[src/rtl/multicycle_control_unit.sv]
// Multicycle FETCH/DECODE/EXEC/MEM/WB control FSM for an RV32I subset.
// Optional: define ILLEGAL_TRAP_EN to trap illegal encodings (otherwise they retire as NOPs).
module multicycle_control_unit #(
    parameter int unsigned WAIT_MAX  = 15,
    parameter int unsigned INSTRET_W = 32
) (
    input  logic                 clk,
    input  logic                 rst_n,
    input  logic [6:0]           opcode,
    input  logic [2:0]           funct3,
    input  logic                 funct7_5,
    input  logic                 Znegado,
    input  logic                 mem_ready,
    output logic                 enIR,
    output logic                 enPC,
    output logic                 pcSrc,
    output logic                 enTarget,
    output logic                 enALUout,
    output logic                 selALU_JAL,
    output logic                 selALU_src,
    output logic [2:0]           contALU,
    output logic                 memRead,
    output logic                 memWrite,
    output logic                 selAddr,
    output logic                 regWrite,
    output logic [1:0]           selWB,
    output logic [2:0]           state,
    output logic                 mem_err,
    output logic                 illegal,
    output logic [INSTRET_W-1:0] instret
);

    typedef enum logic [2:0] {
        FETCH  = 3'd0,
        DECODE = 3'd1,
        EXEC   = 3'd2,
        MEM    = 3'd3,
        WB     = 3'd4,
        TRAP   = 3'd5
    } stateT;

    typedef enum logic [2:0] {
        CL_RALU, CL_IALU, CL_LW, CL_SW, CL_BR, CL_JAL, CL_BAD
    } classT;

    localparam logic [6:0] OP_R   = 7'b0110011;
    localparam logic [6:0] OP_I   = 7'b0010011;
    localparam logic [6:0] OP_LW  = 7'b0000011;
    localparam logic [6:0] OP_SW  = 7'b0100011;
    localparam logic [6:0] OP_BR  = 7'b1100011;
    localparam logic [6:0] OP_JAL = 7'b1101111;

    localparam logic [2:0] ALU_ADD = 3'b000;
    localparam logic [2:0] ALU_SUB = 3'b001;
    localparam logic [2:0] ALU_AND = 3'b010;
    localparam logic [2:0] ALU_OR  = 3'b011;
    localparam logic [2:0] ALU_XOR = 3'b100;
    localparam logic [2:0] ALU_SLT = 3'b101;
    localparam logic [2:0] ALU_SLL = 3'b110;
    localparam logic [2:0] ALU_SRL = 3'b111;

    stateT      curState;
    classT      clsR;
    logic [2:0] aluR;
    logic       bneR;
    logic [7:0] waitCnt;

    classT      decClass;
    logic [2:0] decAlu;
    logic       decIllegal;
    logic       memWait;
    logic       waitExpire;

    // Opcode fields are decoded live in DECODE (IR just loaded) and latched for later states.
    always_comb begin
        decClass = CL_BAD;
        case (opcode)
            OP_R:    decClass = CL_RALU;
            OP_I:    decClass = CL_IALU;
            OP_LW:   decClass = CL_LW;
            OP_SW:   decClass = CL_SW;
            OP_BR:   decClass = CL_BR;
            OP_JAL:  decClass = CL_JAL;
            default: decClass = CL_BAD;
        endcase

        decAlu = ALU_ADD;
        case (funct3)
            3'b000:  decAlu = (decClass == CL_RALU && funct7_5) ? ALU_SUB : ALU_ADD;
            3'b111:  decAlu = ALU_AND;
            3'b110:  decAlu = ALU_OR;
            3'b100:  decAlu = ALU_XOR;
            3'b010:  decAlu = ALU_SLT;
            3'b001:  decAlu = ALU_SLL;
            3'b101:  decAlu = ALU_SRL;
            default: decAlu = ALU_ADD;
        endcase
        if (decClass == CL_LW || decClass == CL_SW) begin
            decAlu = ALU_ADD;
        end

        decIllegal = (decClass == CL_BAD)
                   || ((decClass == CL_RALU || decClass == CL_IALU) && funct3 == 3'b011)
                   || (decClass == CL_BR && funct3[2:1] != 2'b00);
    end

    assign memWait    = (curState == FETCH || curState == MEM) && !mem_ready;
    assign waitExpire = memWait && (waitCnt == 8'(WAIT_MAX - 1));
    assign state      = curState;

    // Outputs are forced low while reset is asserted, even though FETCH normally strobes memRead.
    always_comb begin
        enIR       = 1'b0;
        enPC       = 1'b0;
        pcSrc      = 1'b0;
        enTarget   = 1'b0;
        enALUout   = 1'b0;
        selALU_JAL = 1'b0;
        selALU_src = 1'b0;
        contALU    = ALU_ADD;
        memRead    = 1'b0;
        memWrite   = 1'b0;
        selAddr    = 1'b0;
        regWrite   = 1'b0;
        selWB      = 2'd0;
        if (rst_n) begin
            case (curState)
                FETCH: begin
                    memRead = 1'b1;
                    enIR    = mem_ready;
                end
                DECODE: begin
                    selALU_JAL = 1'b1;
                    selALU_src = 1'b1;
                    enTarget   = 1'b1;
`ifndef ILLEGAL_TRAP_EN
                    enPC       = decIllegal;
`endif
                end
                EXEC: begin
                    case (clsR)
                        CL_RALU: begin
                            contALU  = aluR;
                            enALUout = 1'b1;
                        end
                        CL_IALU, CL_LW, CL_SW: begin
                            contALU    = aluR;
                            selALU_src = 1'b1;
                            enALUout   = 1'b1;
                        end
                        CL_BR: begin
                            contALU = ALU_SUB;
                            enPC    = 1'b1;
                            pcSrc   = bneR ? Znegado : !Znegado;
                        end
                        CL_JAL: begin
                            regWrite = 1'b1;
                            selWB    = 2'd2;
                            enPC     = 1'b1;
                            pcSrc    = 1'b1;
                        end
                        default: ;
                    endcase
                end
                MEM: begin
                    selAddr  = 1'b1;
                    memRead  = (clsR == CL_LW);
                    memWrite = (clsR == CL_SW);
                    enPC     = (clsR == CL_SW) && mem_ready;
                end
                WB: begin
                    regWrite = 1'b1;
                    selWB    = (clsR == CL_LW) ? 2'd1 : 2'd0;
                    enPC     = 1'b1;
                end
                default: ;
            endcase
        end
    end

`ifdef ILLEGAL_TRAP_EN
    logic illegalR;
    assign illegal = illegalR;
`else
    assign illegal = 1'b0;
`endif

    always_ff @(posedge clk or negedge rst_n) begin
        if (!rst_n) begin
            curState <= FETCH;
            clsR     <= CL_BAD;
            aluR     <= ALU_ADD;
            bneR     <= 1'b0;
            waitCnt  <= '0;
            instret  <= '0;
            mem_err  <= 1'b0;
`ifdef ILLEGAL_TRAP_EN
            illegalR <= 1'b0;
`endif
        end else begin
            if (enPC) begin
                instret <= instret + INSTRET_W'(1);
            end
            waitCnt <= memWait ? waitCnt + 8'd1 : '0;

            case (curState)
                FETCH: begin
                    if (waitExpire) begin
                        mem_err  <= 1'b1;
                        curState <= TRAP;
                    end else if (mem_ready) begin
                        curState <= DECODE;
                    end
                end
                DECODE: begin
                    clsR <= decClass;
                    aluR <= decAlu;
                    bneR <= funct3[0];
                    if (decIllegal) begin
`ifdef ILLEGAL_TRAP_EN
                        illegalR <= 1'b1;
                        curState <= TRAP;
`else
                        curState <= FETCH;
`endif
                    end else begin
                        curState <= EXEC;
                    end
                end
                EXEC: begin
                    case (clsR)
                        CL_RALU, CL_IALU: curState <= WB;
                        CL_LW, CL_SW:     curState <= MEM;
                        default:          curState <= FETCH;
                    endcase
                end
                MEM: begin
                    if (waitExpire) begin
                        mem_err  <= 1'b1;
                        curState <= TRAP;
                    end else if (mem_ready) begin
                        curState <= (clsR == CL_LW) ? WB : FETCH;
                    end
                end
                WB:      curState <= FETCH;
                default: curState <= TRAP;
            endcase
        end
    end

endmodule

[config.mk]
export PLATFORM = sky130hd
export DESIGN_NAME = multicycle_control_unit
export DESIGN_NICKNAME = d
export VERILOG_FILES = /design/src/rtl/multicycle_control_unit.sv
export SDC_FILE = /design/constraint.sdc
export NUM_CORES = 1
export LEC_CHECK = 0
export ABC_AREA = 0
export ABC_CLOCK_PERIOD_IN_PS = 2450
export BUFFER_PORTS_ARGS = -buffer_cell sky130_fd_sc_hd__buf_2
export CORE_ASPECT_RATIO = 0.5
export CORE_MARGIN = 10
export CORE_UTILIZATION = 54
export DETAILED_ROUTE_END_ITERATION = 6
export PLACE_DENSITY = 0.82
export SKIP_LAST_GASP = 1
export SYNTH_ARGS = -nofsm -noshare
export SYNTH_HDL_FRONTEND = slang
export SYNTH_SLANG_ARGS = --single-unit
[constraint.sdc]
create_clock -name clk -period 2.45 [get_ports clk]
set_clock_uncertainty 0.05 [all_clocks]
set_input_delay 0.1225 -clock clk [delete_from_list [all_inputs] [get_ports clk]]
set_output_delay 0.1225 -clock clk [all_outputs]
set_load 0.02 [all_outputs]
# == After elaboration in Yosys (flattened, before gate mapping) ==
# Cells that the tools add are included.
# W data, S select, Z words.
# classes
add_sub_neg,2
eq_ne,30
muxes,46
n_reduce_logical,26
# ops
op,count
$add A32 B1 Y32 const B,1
$eq A3 B3 Y1 const B,9
$eq A3 B2 Y1 const B,8
$mux W3,8
$mux W1,23
$pmux W3 S7,1
$pmux W3 S6,1
$pmux W3 S5,1
$eq A7 B6 Y1 const B,2
$eq A7 B7 Y1 const B,2
$eq A3 B1 Y1 const B,4
$logic_not A3 Y1,4
$pmux W3 S2,2
$add A8 B1 Y8 const B,1
$eq A8 B4 Y1 const B,1
$mux W8,1
$pmux W1 S2,4
$reduce_or A2 Y1,4
$eq A7 B2 Y1 const B,1
$eq A7 B5 Y1 const B,1
$logic_and A1 B1 Y1,6
$mux W2,3
$ne A3 B3 Y1 const B,2
$logic_or A1 B1 Y1,5
7 further kinds,9
# totals
register_bits,51
input_bits,15
output_inout_bits,53
wordCells,111

# == Longest topological paths before layout ==
# Gate-level depths: netlist of run 1.
# logic_depth
depth_word,9
mapped_depth,7
depth_no_buf,6

# == Worst setup path after synthesis of run 1 ==
# Ideal clock, no wire load.
# synth_timing
kind,flip-flop to flip-flop
from,"register curState[1], in the netlist state[1]"
to,register instret[19]
setup_time_ps,147
t_arrival_ps,2148
required_time_ps,2253
setup_slack_ps,105
stages_incl_launch_ff,8
n_path_buf,2
period_less_slack_ps,2345
path_cell_list,dfrtp_1 clkbuf_1 nand2b_1 nor2_1 o211ai_1 buf_2 a2111oi_0 xor2_1
# synth_via
elab_chain_cells,3
word_cells_on_any_way,6
classes_between,4 x eq/ne; 2 x mux
# synth_rtl
element,line,source
start: declaration,62,stateT curState;
start signal: assignment,242,curState <= (clsR == CL_LW) ? WB : FETCH;
"$eq A3 B3 Y1, or another cell as far along",127,case (curState)
$pmux W1 S4 (*),127,
$mux W1 (*),126,if (rst_n) begin
end signal: assignment,202,instret <= instret + INSTRET_W'(1);
end: declaration,30,output logic [INSTRET_W-1:0] instret
# Every way passes the cells marked *; elsewhere a longest branch is shown, timed or not.
# A chain may end at the register's enable or synchronous reset.

# == Final worst setup path of run 1 ==
# layout_timing
from,register clsR[2]
to,output enPC
# layout_via
elab_chain_cells,5
word_cells_on_any_way,8
classes_between,3 x eq/ne; 3 x mux; 2 x reduce/logical
# layout_rtl
element,line,source
start: declaration,63,classT clsR;
start signal: assignment,216,clsR <= decClass;
$eq A3 B3 Y1,141,case (clsR)
$reduce_or A2 Y1 (no source line),-,
$mux W1,141,
$pmux W1 S4 (*),127,
$mux W1 (*),126,
end: declaration,15,"output logic enPC,"
# Marks and branches as above.

==> metrics.txt, run 1 <==
drt total wl ~7.1 mm; CTS tree built; worst hold start funct3[0]; Cell Pwr Density 486.5 nW/um^2; Worst Setup EP enPC; Worst Reg-to-Reg Cells 5; HPWL after DPL about 5.3 mm; Inst Count DP approximately 440; CTS root buffer clkbuf_8; clock-pin slew on the worst setup and hold paths roughly 0.090 ns; Placed Instance Area between 3000 and 4000 um^2; Warnings, synthesis 0; f_max 420.0 MHz; Worst R2R Setup Slack ~0.10 ns; via count 2,502; max cap viols 0; post-synthesis cell type count 50; Mapped Nets between 300 and 400; CTS Buf Count 5; CTS sink cnt a little over 50; number of diodes 0; IO Port Bufs 66; Worst Slack Setup Final slightly below 0.07 ns; Core Area between 5000 and 6000 um^2; Avg Inst Size Synth 9.400 um^2; vias in the first global route about 2,600; num ports 68; Worst Path Required about 2.3 ns; Crit Path Class reg -> out; GRT overflow 0; RR Startpoint clsR[2]; share of cells above drive strength 1 0.2540; GRT Util Overall 0.1637; minimum clock period after layout around 2.4 ns; fin. max-slew vios 0; Die Height 71.61 um; Slew headroom 0.2075; flops & latches, synth between 50 and 60; largest net degree at the start of global routing 46; starting density of the core 0.5702; Worst Path Arrival 2.21 ns; R2R Path End instret[15]; Routed wire per std cell roughly 16 um; Peak VDD IR about 0.24 mV; first-pass GRT wire length around 12 mm; Worst setup EP type output port; synthesized area 2877 um^2; final net count between 300 and 400; Leak Pwr 1.425 nW; EDFF count, synth 0; Post-Synthesis Cells approximately 300; drt pass-1 iters 4; final setup violating endpoints 0; Final ANT Viol Nets 0; Worst Setup Start Kind register; Clock Latency Late Sink approximately 0.30 ns; Max Root-Sink Buffers 2; Post-Layout Cell Count approximately 440; Layout area overhead 20.05%; status finished, final reports clean; H-tree levels 2; Max Fanout on Critical Path 20; initial antenna violation count 0; hold violation total from the final report 0; ys flop type dfrtp_1; number of remaining DRC errors 0; worst slack, placed 0.07886 ns; fraction of registers with async set/reset 1.000; vias per std cell about 5.6; slew at the pin with the worst max-slew slack approximately 1.2 ns; fin crit share 0.9718; RePlAce Congestion roughly 0.87; post-synthesis sequential area ratio 0.4445; die area 8823 um^2; row count 18; DR iter-0 viols between 200 and 250; Finished Core Util 0.6845; Horiz. Die Dim 123.2 um; final instance area 3453 um^2; RSZ-0062 raised after global routing yes; total power ~0.0017 W; CP Launch Point clsR[2]; Hold/Removal Path Class in -> reg
==> timing repair <==
| action | in CTS | in global routing |
|---|---|---|
| endpoints found under the hold margin | 7 | 0 |
| hold buffers | 1 | 0 |
| endpoints found under the setup margin | 2 | 14 |
| gates resized for setup | 1 | 6 |
| buffers inserted | 0 | 0 |
==> cell type report <==
| class | count | area, um^2 |
|---|---|---|
| clock buffers | 6 | 82.58 |
| repair buffers | 76 | 422.9 |
| flip-flops and latches | 51 | 1281 |
| fillers | 412 | 1592 |
| multi-input cells | 222 | 1480 |
| inverters | 17 | 63.81 |
| clock inverters | 2 | 35.03 |
| well taps | 70 | 87.58 |
==> worst min-delay path by stage <==
stage,endpoint,slack [ns],cells past startpoint
floorplan,aluR[0],-0.22,0
global placement,state[1],-0.05,1
detailed placement,state[1],-0.04,1
CTS,bneR,0.03,3
global route,bneR,0.04,3
finish,bneR,0.04,3
==> synth_stat cells, drive strengths merged (3+ instances only) <==
master	instances	share of area
nand2b	3	0.0065
dfrtp	49	0.43
a31oi	3	0.0065
nor2b	4	0.0087
nand3	14	0.024
a2111oi	14	0.049
and3	3	0.0065
buf	5	0.011
xnor2	13	0.040
o21ai	17	0.030
and2	4	0.0087
inv	17	0.022
clkbuf	11	0.014
ha	3	0.013
nand4	9	0.025
nor2	21	0.027
a211oi	9	0.023
nor3	6	0.010
xor2	27	0.082
a21oi	9	0.016
or4	5	0.014
nand2	32	0.042
==> cell usage in the layout, fill, tap and decap left out, types with 2 or more instances in the layout <==
master | netlist | final
a2111oi_0 | 13 | 12
a211oi_1 | 9 | 9
a21oi_1 | 9 | 9
a31oi_1 | 3 | 3
and2_1 | 4 | 4
and3_1 | 3 | 3
buf_2 | 2 | 65
buf_4 | 3 | 8
clkbuf_8 | 0 | 6
dfrtp_1 | 49 | 47
dfrtp_2 | 0 | 2
dfstp_2 | 2 | 2
ha_1 | 3 | 3
inv_1 | 17 | 17
mux2_2 | 2 | 2
nand2_1 | 32 | 32
nand2b_1 | 3 | 3
nand3_1 | 14 | 14
nand3b_1 | 2 | 2
nand4_1 | 8 | 8
nor2_1 | 21 | 21
nor2b_1 | 4 | 4
nor3_1 | 6 | 6
nor4_1 | 2 | 2
o21ai_0 | 17 | 17
or4_1 | 4 | 4
xnor2_1 | 13 | 13
xor2_1 | 27 | 27
==> cell families (layout without fill, tap and decap cells) <==
family | Yosys count | count (layout) | synth area share
buffers and inverters | 33 | 101 | 0.04785
other | 1 | 1 | 0.001304
adder cells (fa/ha/maj) | 3 | 3 | 0.01305
AO/OA/AOI/OAI | 64 | 64 | 0.1601
flip-flops | 51 | 51 | 0.4445
AND/OR/NAND/NOR | 111 | 111 | 0.2001
multiplexers | 3 | 3 | 0.01131
XOR/XNOR | 40 | 40 | 0.1218
==> sequential cells by signal, indices dropped and copies added (netlist names) <==
signal	count
state	3
aluR	3
clsR	3
instret	32
waitCnt	8
bneR	1
mem_err	1
==> metal layers <==
layer,global-route usage,up-vias,routed length (um)
met5,0,-,0
met3,0.04848,2,495
li1,-,1224,-
met4,0.03081,0,12
met2,0.2767,75,3487
met1,0.2046,1201,3073
==> where the power goes <==
group / total, W / switching [W] / internal (W)
registers: 0.000904 / 0.0000343 / 0.000870
logic: 0.000171 / 0.000111 / 0.0000598
clock network: 0.000605 / 0.000274 / 0.000331
total: 0.00168 / 0.000420 / 0.00126
==> stage by stage <==
step / hold WS [ns] / setup TNS [ns]
floorplan: -0.2231 / 0
global placement: -0.04779 / 0
detailed placement: -0.03970 / 0
CTS: 0.03318 / 0
global route: 0.04335 / -0.1058
finish: 0.04011 / 0
==> worst max-delay path, stage by stage, from the launching register on <==
cell	delay, ns
dfstp_2	0.58
nor4bb_1	0.29
a21oi_1	0.09
o32a_4	0.43
buf_4	0.21
nand2_1	0.13
buf_2	0.18
No activity file was read; power rests on OpenSTA's default activity.
==> inputs of run 2 (changes only) <==
--- a/config.mk
+++ b/config.mk
@@ -9,7 +9,7 @@
 export ABC_CLOCK_PERIOD_IN_PS = 2450
 export BUFFER_PORTS_ARGS = -buffer_cell sky130_fd_sc_hd__buf_2
 export CORE_ASPECT_RATIO = 0.5
-export CORE_MARGIN = 10
+export CORE_MARGIN = 3
 export CORE_UTILIZATION = 54
 export DETAILED_ROUTE_END_ITERATION = 6
 export PLACE_DENSITY = 0.82
==> metrics.txt, run 2 (synthesis gave the netlist of run 1 again) <==
Slew headroom 0.5459 (+0.3384); DR iter-0 viols 206 (-3.3%); clock share of power 0.311 (-0.049); drt total wl 6.557 mm (-7.2%); f_max 415.0 MHz (-1.2%); Psw 0.0004062 W (-3.3%); max cap viols 0 (unchanged); Leak Pwr 1.415 nW (-0.70%); postcts setup bufs 0 (unchanged); die area 6292 um^2 (-29%); GRT overflow 0 (unchanged); Logic pwr share 0.109 (+0.007); RePlAce Congestion 0.9305 (+6.4%); biggest regs instret (32), waitCnt (8); met1 WL 2.997 mm (-2.5%); CTS sink cnt 51 (unchanged); H-tree levels 2 (unchanged); fin crit share 0.9836 (+0.01182); Largest register FFs 32 (unchanged); RSZ-0062 raised after global routing yes; row count 18 (unchanged); via count 2,530 (+1.1%); hold violation total from the final report 0 (unchanged); Finished Core Util 0.6834 (-0.001166); vias per std cell 5.698 (+1.1%); final net count 392 (+0.26%); num ports 68 (unchanged); sequential power share 0.580 (+0.042); initial antenna violation count 0 (unchanged); uppermost routed layer met4; Met2 Wirelength 3.199 mm (-8.3%); Pint 0.001152 W (-8.6%); starting density of the core 0.5727 (+0.002557); fin. max-slew vios 0 (unchanged); Hold/Removal Path Class in -> reg; vias in the first global route 2,381 (-7.8%); Placed Instance Area 3308 um^2 (+0.23%); slew at the pin with the worst max-slew slack 0.6750 ns (-0.5014 ns); Max Root-Sink Buffers 2 (unchanged); drt pass-1 iters 4 (unchanged); Max Fanout on Critical Path 19 (-5.0%); CTS tree built; Worst setup EP type output port; IO Port Bufs 66 (unchanged); Die Height 57.61 um (-20%); Crit Path Class reg -> out; Worst Path Arrival 2.24 ns (+0.03 ns); CTS Buf Count 5 (unchanged); GRT Util Overall 0.2114 (+0.04770); # fillers 411 (-0.24%); Routed wire per std cell 14.77 um (-7.2%); Worst Setup Start Kind register; number of remaining DRC errors 0 (unchanged); Worst Path Required 2.28 ns (about the same); final instance area 3432 um^2 (-0.62%); clock-pin slew on the worst setup and hold paths 0.09 ns (about the same); Sw Share 0.2607 (+0.01072); final setup violating endpoints 0 (unchanged); largest net degree at the start of global routing 41 (-11%); most common cell after layout, fill and taps aside buf_2; number of diodes 0 (unchanged); Core Area 5022 um^2 (-0.45%); Top reg by flops instret; CTS root buffer clkbuf_8; first-pass GRT wire length 10.82 mm (-11%); HPWL after DPL 4.758 mm (-10%); Layout area overhead 19.31%; Peak VDD IR 0.2429 mV (-0.16%); most frequent cells in the layout buf_2, dfrtp_1, nand2_1; status finished, final reports clean; Cell Pwr Density 454.0 nW/um^2 (-6.7%); share of cells above drive strength 1 0.2540 (unchanged); Final ANT Viol Nets 0 (unchanged); WL met3 320 um (-35%); Clock Latency Late Sink 0.30 ns (about the same); minimum clock period after layout 2.410 ns (+0.02897 ns); Horiz. Die Dim 109.2 um (-11%)
run 2: cell types whose count changed in the layout (fill, tap and decap cells not counted), sizes merged:
cell    before  now
bufinv       1    0
buf         74   76
clkbuf       7    6
run 2: area by class of cell:
class                      count  area (um^2)  share of cell area
tap                           70        87.58             0.02552
clock inverter                 1        5.005            0.001458
clock buffer                   6        82.58             0.02406
timing repair buffer          77        427.9              0.1247
sequential                    51         1279              0.3726
multi-input combinational    222         1486              0.4331
inverter                      17        63.81             0.01859
run 2: final timing paths:
check | from | end | slack (ns) | cells past startpoint
worst min-delay path | funct3[0] | bneR | 0.04 | 3
worst max-delay path | clsR[2] | enPC | 0.04 | 6
min in group asynchronous | rst_n | bneR | 0.31 | 3
worst max register to register | clsR[2] | instret[24] | 0.07 | 5
worst min register to register | instret[31] | instret[31] | 0.42 | 1
max in group asynchronous | rst_n | instret[21] | 1.53 | 3
run 2: timing repair:
action | 4_1_cts | 5_1_grt
endpoints found under the setup margin | 3 | 8
hold buffers | 1 | 0
endpoints found under the hold margin | 49 | 0
cloned | 0 | 0
gates resized for setup | 2 | 3
run 2: power by group through the flow:
stage | Sequential (W) | Clock (W) | Combinational [W]
after floorplan | 0.000949 | 0 | 0.0000566
after global placement | 0.000918 | 0 | 0.000165
after detailed placement | 0.000919 | 0 | 0.000170
after CTS | 0.000903 | 0.000493 | 0.000172
after global routing | 0.000909 | 0.000521 | 0.000186
final | 0.000904 | 0.000485 | 0.000170
run 2: stage by stage:
step | setup slack [ns] | hold WS, ns | power (W) | cells | TNS (ns)
detailed placement | -0.03835 | 0.09692 | 0.001089 | 436 | -0.06812
floorplan | 0.1047 | -0.2231 | 0.001006 | 306 | 0
global placement | 0.1302 | 0.09430 | 0.001082 | 436 | 0
CTS | 0.06640 | 0.03760 | 0.001568 | 444 | 0
global route | -0.05899 | 0.05102 | 0.001616 | 444 | -0.1756
finish | 0.04007 | 0.04394 | 0.001558 | 444 | 0
run 2: worst max-delay path, stage by stage (launching register included):
cell and delay (ns):
dfstp_2 0.60, nor4bb_2 0.32, a21oi_1 0.09, o32a_4 0.42, buf_4 0.20, nand2_1 0.13, buf_2 0.18
run 2: per-layer routing:
layer  GRT usage  vias up
li1            -     1226
met1      0.2996     1229
met2      0.3508       70
met3     0.03671        5
met4     0.03908        0
met5           0        -
